--- src/rtl/fp_shift_sequencer.sv ---
// ============================================================================
// fp_shift_sequencer : align/normalize shift sequencing for the FP adder
// Revision 1.0
// ============================================================================
`default_nettype none

module fp_shift_sequencer #(
  parameter int EXP_W      = 8,
  parameter int MANT_W     = 28,
  parameter int MAX_RSHIFT = 27
) (
  input  logic              clk,
  input  logic              res,
  input  logic              start,
  input  logic [EXP_W-1:0]  exp_a,
  input  logic [EXP_W-1:0]  exp_b,
  input  logic              add_done,
  input  logic [MANT_W-1:0] sum_mant,
  input  logic              sum_ovf,
  output logic              busy,
  output logic              swap,
  output logic              shift_right_en,
  output logic [EXP_W-1:0]  shift_right_bits,
  output logic              shift_left_en,
  output logic [EXP_W-1:0]  shift_left_bits,
  output logic              add_start,
  output logic [EXP_W-1:0]  exp_out,
  output logic              done,
  output logic              exp_overflow,
  output logic              exp_underflow,
  output logic              zero_result
);

  typedef enum logic [2:0] {
    S_IDLE  = 3'd0,
    S_ALIGN = 3'd1,
    S_ADD   = 3'd2,
    S_WAIT  = 3'd3,
    S_NORM  = 3'd4,
    S_DONE  = 3'd5
  } state_t;

  state_t           r_state;
  logic [EXP_W-1:0] r_exp;

  logic             w_swap;
  logic [EXP_W-1:0] w_diff;
  logic [EXP_W-1:0] w_max;
  logic [EXP_W-1:0] w_align_bits;
  logic [MANT_W-3:0] w_mag;
  logic [EXP_W-1:0] w_lz;
  logic [EXP_W-1:0] w_exp_inc;
  logic             w_sat;

  // Leading zeros of the magnitude field; the highest set bit wins.
  function automatic logic [EXP_W-1:0] f_lz(input logic [MANT_W-3:0] m);
    logic [EXP_W-1:0] n;
    n = EXP_W'(MANT_W - 2);
    for (int i = 0; i < MANT_W - 2; i++) begin
      if (m[i]) n = EXP_W'(MANT_W - 3 - i);
    end
    return n;
  endfunction

  assign w_swap       = (exp_b > exp_a);
  assign w_diff       = w_swap ? (exp_b - exp_a) : (exp_a - exp_b);
  assign w_max        = w_swap ? exp_b : exp_a;
  assign w_align_bits = (w_diff > EXP_W'(MAX_RSHIFT)) ? EXP_W'(MAX_RSHIFT) : w_diff;
  assign w_mag        = sum_mant[MANT_W-2:1];
  assign w_lz         = f_lz(w_mag);
  assign w_exp_inc    = r_exp + 1'b1;
  // Incremented exponent reaching all-ones, or wrapping past it, saturates.
  assign w_sat        = (&w_exp_inc) || (w_exp_inc == '0);

  always_ff @(posedge clk or posedge res) begin
    if (res) begin
      r_state          <= S_IDLE;
      r_exp            <= '0;
      busy             <= 1'b0;
      swap             <= 1'b0;
      shift_right_en   <= 1'b0;
      shift_right_bits <= '0;
      shift_left_en    <= 1'b0;
      shift_left_bits  <= '0;
      add_start        <= 1'b0;
      exp_out          <= '0;
      done             <= 1'b0;
      exp_overflow     <= 1'b0;
      exp_underflow    <= 1'b0;
      zero_result      <= 1'b0;
    end else begin
      case (r_state)
        S_IDLE: begin
          if (start) begin
            r_state          <= S_ALIGN;
            busy             <= 1'b1;
            swap             <= w_swap;
            r_exp            <= w_max;
            shift_right_en   <= 1'b1;
            shift_right_bits <= w_align_bits;
            exp_overflow     <= 1'b0;
            exp_underflow    <= 1'b0;
            zero_result      <= 1'b0;
          end
        end
        S_ALIGN: begin
          r_state          <= S_ADD;
          shift_right_en   <= 1'b0;
          shift_right_bits <= '0;
          add_start        <= 1'b1;
        end
        S_ADD: begin
          r_state   <= S_WAIT;
          add_start <= 1'b0;
        end
        S_WAIT: begin
          if (add_done) begin
            if (sum_ovf) begin
              r_state          <= S_NORM;
              shift_right_en   <= 1'b1;
              shift_right_bits <= EXP_W'(1);
              exp_out          <= w_sat ? '1 : w_exp_inc;
              exp_overflow     <= w_sat;
            end else if (w_mag == '0) begin
              r_state     <= S_DONE;
              zero_result <= 1'b1;
              exp_out     <= '0;
              done        <= 1'b1;
            end else begin
              r_state         <= S_NORM;
              shift_left_en   <= 1'b1;
              shift_left_bits <= w_lz;
              if (w_lz >= r_exp) begin
                exp_out       <= '0;
                exp_underflow <= 1'b1;
              end else begin
                exp_out <= r_exp - w_lz;
              end
            end
          end
        end
        S_NORM: begin
          r_state          <= S_DONE;
          shift_right_en   <= 1'b0;
          shift_right_bits <= '0;
          shift_left_en    <= 1'b0;
          shift_left_bits  <= '0;
          done             <= 1'b1;
        end
        S_DONE: begin
          r_state <= S_IDLE;
          done    <= 1'b0;
          busy    <= 1'b0;
        end
        default: r_state <= S_IDLE;
      endcase
    end
  end

endmodule

`default_nettype wire

--- config.mk ---
export PLATFORM = sky130hd
export DESIGN_NAME = fp_shift_sequencer
export DESIGN_NICKNAME = d
export VERILOG_FILES = /design/src/rtl/fp_shift_sequencer.sv
export SDC_FILE = /design/constraint.sdc
export NUM_CORES = 1
export LEC_CHECK = 0
export CORE_MARGIN = 3
export CORE_UTILIZATION = 45
export CTS_CLUSTER_DIAMETER = 60
export DETAILED_ROUTE_END_ITERATION = 10
export PLACE_DENSITY = 0.75
export SETUP_SLACK_MARGIN = 0.3
export SLEW_MARGIN = 5
export SYNTH_ARGS = -nofsm -noshare
export SYNTH_HDL_FRONTEND = slang
export SYNTH_SLANG_ARGS = --single-unit
--- constraint.sdc ---
create_clock -name clk -period 2.75 [get_ports clk]
set_clock_uncertainty 0.05 [all_clocks]
set_input_delay 0.4125 -clock clk [delete_from_list [all_inputs] [get_ports clk]]
set_output_delay 0.4125 -clock clk [all_outputs]
set_load 0.1 [all_outputs]
==> impl_metrics.env <==
export IMPL_syn_inst=410
export IMPL_p_per_area_nw_per_um2=865.2
export IMPL_final_common_cell="buf_4"
export IMPL_hpwlAfterDp_um=7908
export IMPL_final_cell_mix="buf_4 (137), dfrtp_1 (41), nor2_1 (39)"
export IMPL_ctsHoldBuffers=0
export IMPL_num_antenna_cells=0
export IMPL_yosysSeqAreaShare_pct=30.52
export IMPL_drive_above_1_share_pct=43.10
export IMPL_die_w_um=92.44
export IMPL_crit_start="sum_mant[3]"
export IMPL_vdd_ir_drop_max_mv=0.3634
export IMPL_drv_slew=0
export IMPL_viasPerCell=5.555
export IMPL_nNetsFinal=663
export IMPL_core_area_um2=7019
export IMPL_antenna_left=0
export IMPL_finalCritPeriodShare_pct=110.1
export IMPL_ys_ff_latch=41
export IMPL_grt_max_degree=42
export IMPL_rsz0062_at_grt="yes"
export IMPL_ys_types=64
export IMPL_async_flop_share_pct=100.0
export IMPL_relSlewSlack_pct=64.01
export IMPL_hold_ws_ps=369.3
export IMPL_outcome="complete, but fails checks"
export IMPL_yosys_top_cells_area="dfrtp_1 (31%), ha_1 (8.6%), nor2_1 (4.8%)"
export IMPL_cts_buffers=5
export IMPL_finalWirelength_um=11300
export IMPL_syn_area_um2=3362
export IMPL_grt_overflow=0
export IMPL_worstPathArrival_ps=3160
export IMPL_setup_slack_ps=-277.8
export IMPL_min_from="exp_a[0]"
export IMPL_antenna_found_initial=0
export IMPL_max_stage_delay_ps=440
export IMPL_max_clock_freq_ghz=0.3303
export IMPL_htreeDepth=2
export IMPL_slowest_stage="a2111o_1"
export IMPL_crit_chain="clkdlybuf4s15_2 > o31ai_4 > a211oi_2 > o31a_1 > o31ai_2 > a2111o_1 > buf_6 > fa_2 > a21o_1 > a21oi_2 > o21a_1 > o21ai_2 > and2_4 > a221oi_2 > nor2_1"
export IMPL_required_ps=2880
export IMPL_worstSetupStartpointType="input pin"
export IMPL_port_buffers=76
export IMPL_ys_warn_count=0
export IMPL_post_drt_wl_per_cell_um=16.55
export IMPL_power_leakage_nw=2.574
export IMPL_clkSlewWorstSetupHoldPaths_ps=80
export IMPL_cts_buffer_depth=2
export IMPL_rows=30
export IMPL_io_pins=82
export IMPL_cts_tree="done"
export IMPL_cp_max_fo=7
export IMPL_vias=3794
export IMPL_grt_pass1_vias=3692
export IMPL_tns_ps=-1857
export IMPL_clkSinkCount=41
export IMPL_firstDrtPassIters=4
export IMPL_die_area_um2=8544
export IMPL_initial_utilization_pct=47.90
export IMPL_total_power_w=0.004732
export IMPL_syn_mean_instance_area_um2=8.200
export IMPL_insertion_delay_ps=300
export IMPL_worstMarginPinSlew_ps=537.8
export IMPL_rr_startpoint="r_exp[0]"
export IMPL_grt_total_usage_pct=25.22
export IMPL_cts_root_buffer="clkbuf_8"
export IMPL_drt_iter0_markers=274
export IMPL_place_ws_ps=-1088
export IMPL_synth_edf_count=0
export IMPL_hold_path_class="in -> reg"
export IMPL_area_growth_pct=62.67
export IMPL_fill_cells=479
export IMPL_drc=0
export IMPL_period_minus_slack_ps=3028
export IMPL_maxCapViolations=0
export IMPL_violations="setup timing"
export IMPL_fp_dieH_um=92.44
export IMPL_synthFlopType="dfrtp_1"
export IMPL_crit_type="in -> reg"
export IMPL_routabilityCongestion=0.9385
export IMPL_synth_area_leader_cell="dfrtp_1"
export IMPL_grt_first_pass_wirelength_um=17450
export IMPL_yosysTopAreaCellShare_pct=30.52
export IMPL_hold_violations=0
export IMPL_worstSetupEndpointType="flip-flop"
export IMPL_setup_viol=9
metal layers:
| layer | global-route usage (%) | vias to the layer above | share of wire (%) |
|---|---|---|---|
| li1 | - | 1820 | - |
| met1 | 30.77 | 1814 | 41 |
| met2 | 44.95 | 135 | 52 |
| met3 | 3.818 | 25 | 4.8 |
| met4 | 8.787 | 0 | 2.1 |
| met5 | 0 | - | 0 |
power by group:
part	internal [W]	switching (W)	total, W
clock network	0.000167	0.000204	0.000371
logic	0.00111	0.00214	0.00325
registers	0.000829	0.000281	0.00111
state kept, by name (all words and copies together) (netlist names), 3 cells and up:
name / cells
exp_out: 8
r_exp: 8
r_state: 3
shift_left_bits: 5
shift_right_bits: 8
what timing repair did:
item / in CTS / in global routing
gates resized for setup: 123 / 69
cloned: 1 / 0
setup buffers: 14 / 11
endpoints found under the setup margin: 31 / 23
pin swaps: 55 / 46
final cells by class:
type,instances,area [um2],share of cell area [%]
multi-input cells,316,2544,46.51
flip-flops and latches,41,1026,18.76
clock inverters,1,5.005,0.09151
repair buffers,189,1546,28.28
inverters,35,158.9,2.906
clock buffers,5,68.82,1.258
well taps,96,120.1,2.196
worst max-delay path: cells and delay by family:
family | cells | cell delay (ps)
compound gates | 10 | 1750
buf+inv | 2 | 390
simple gates | 2 | 270
fa+ha+maj | 1 | 330
path summary, 6_finish.rpt:
path | slack, ps | endpoint | cells past startpoint
setup reg to reg | 230 | exp_out[6] | 11
min in group asynchronous | 480 | shift_right_bits[5] | 3
hold / removal | 370 | r_exp[0] | 3
hold reg to reg | 440 | shift_right_bits[4] | 2
setup / recovery | -280 | exp_out[6] | 15
max in group asynchronous | 1810 | shift_left_bits[3] | 3
cell usage after synthesis (all sizes together), types with 8 or more instances:
master / instances
a21o: 8
a21oi: 26
a31oi: 13
and3: 8
buf: 9
clkbuf: 11
dfrtp: 41
ha: 23
inv: 35
nand2: 37
nand3: 20
nor2: 43
nor4: 12
o21ai: 24
xor2: 9
cell families after synthesis:
logic type | after synthesis | share of synthesized area, %
DFF | 41 | 30.52
xor gates and xnor gates | 16 | 4.392
muxes | 6 | 1.824
AOI/OAI and AO/OA | 109 | 22.52
and+or+nand+nor | 156 | 23.34
buffers and inverters | 55 | 6.959
other | 1 | 0.1115
adders and majority gates | 26 | 10.35
stage by stage:
step	utilization [%]	instance area, um2	instances
floorplan	-	3483	412
global placement	69.16	4855	651
detailed placement	69.16	4855	651
CTS	74.99	5264	672
global route	77.91	5469	683
finish	77.91	5469	683
Note: power is estimated with default switching activity, not from simulation.
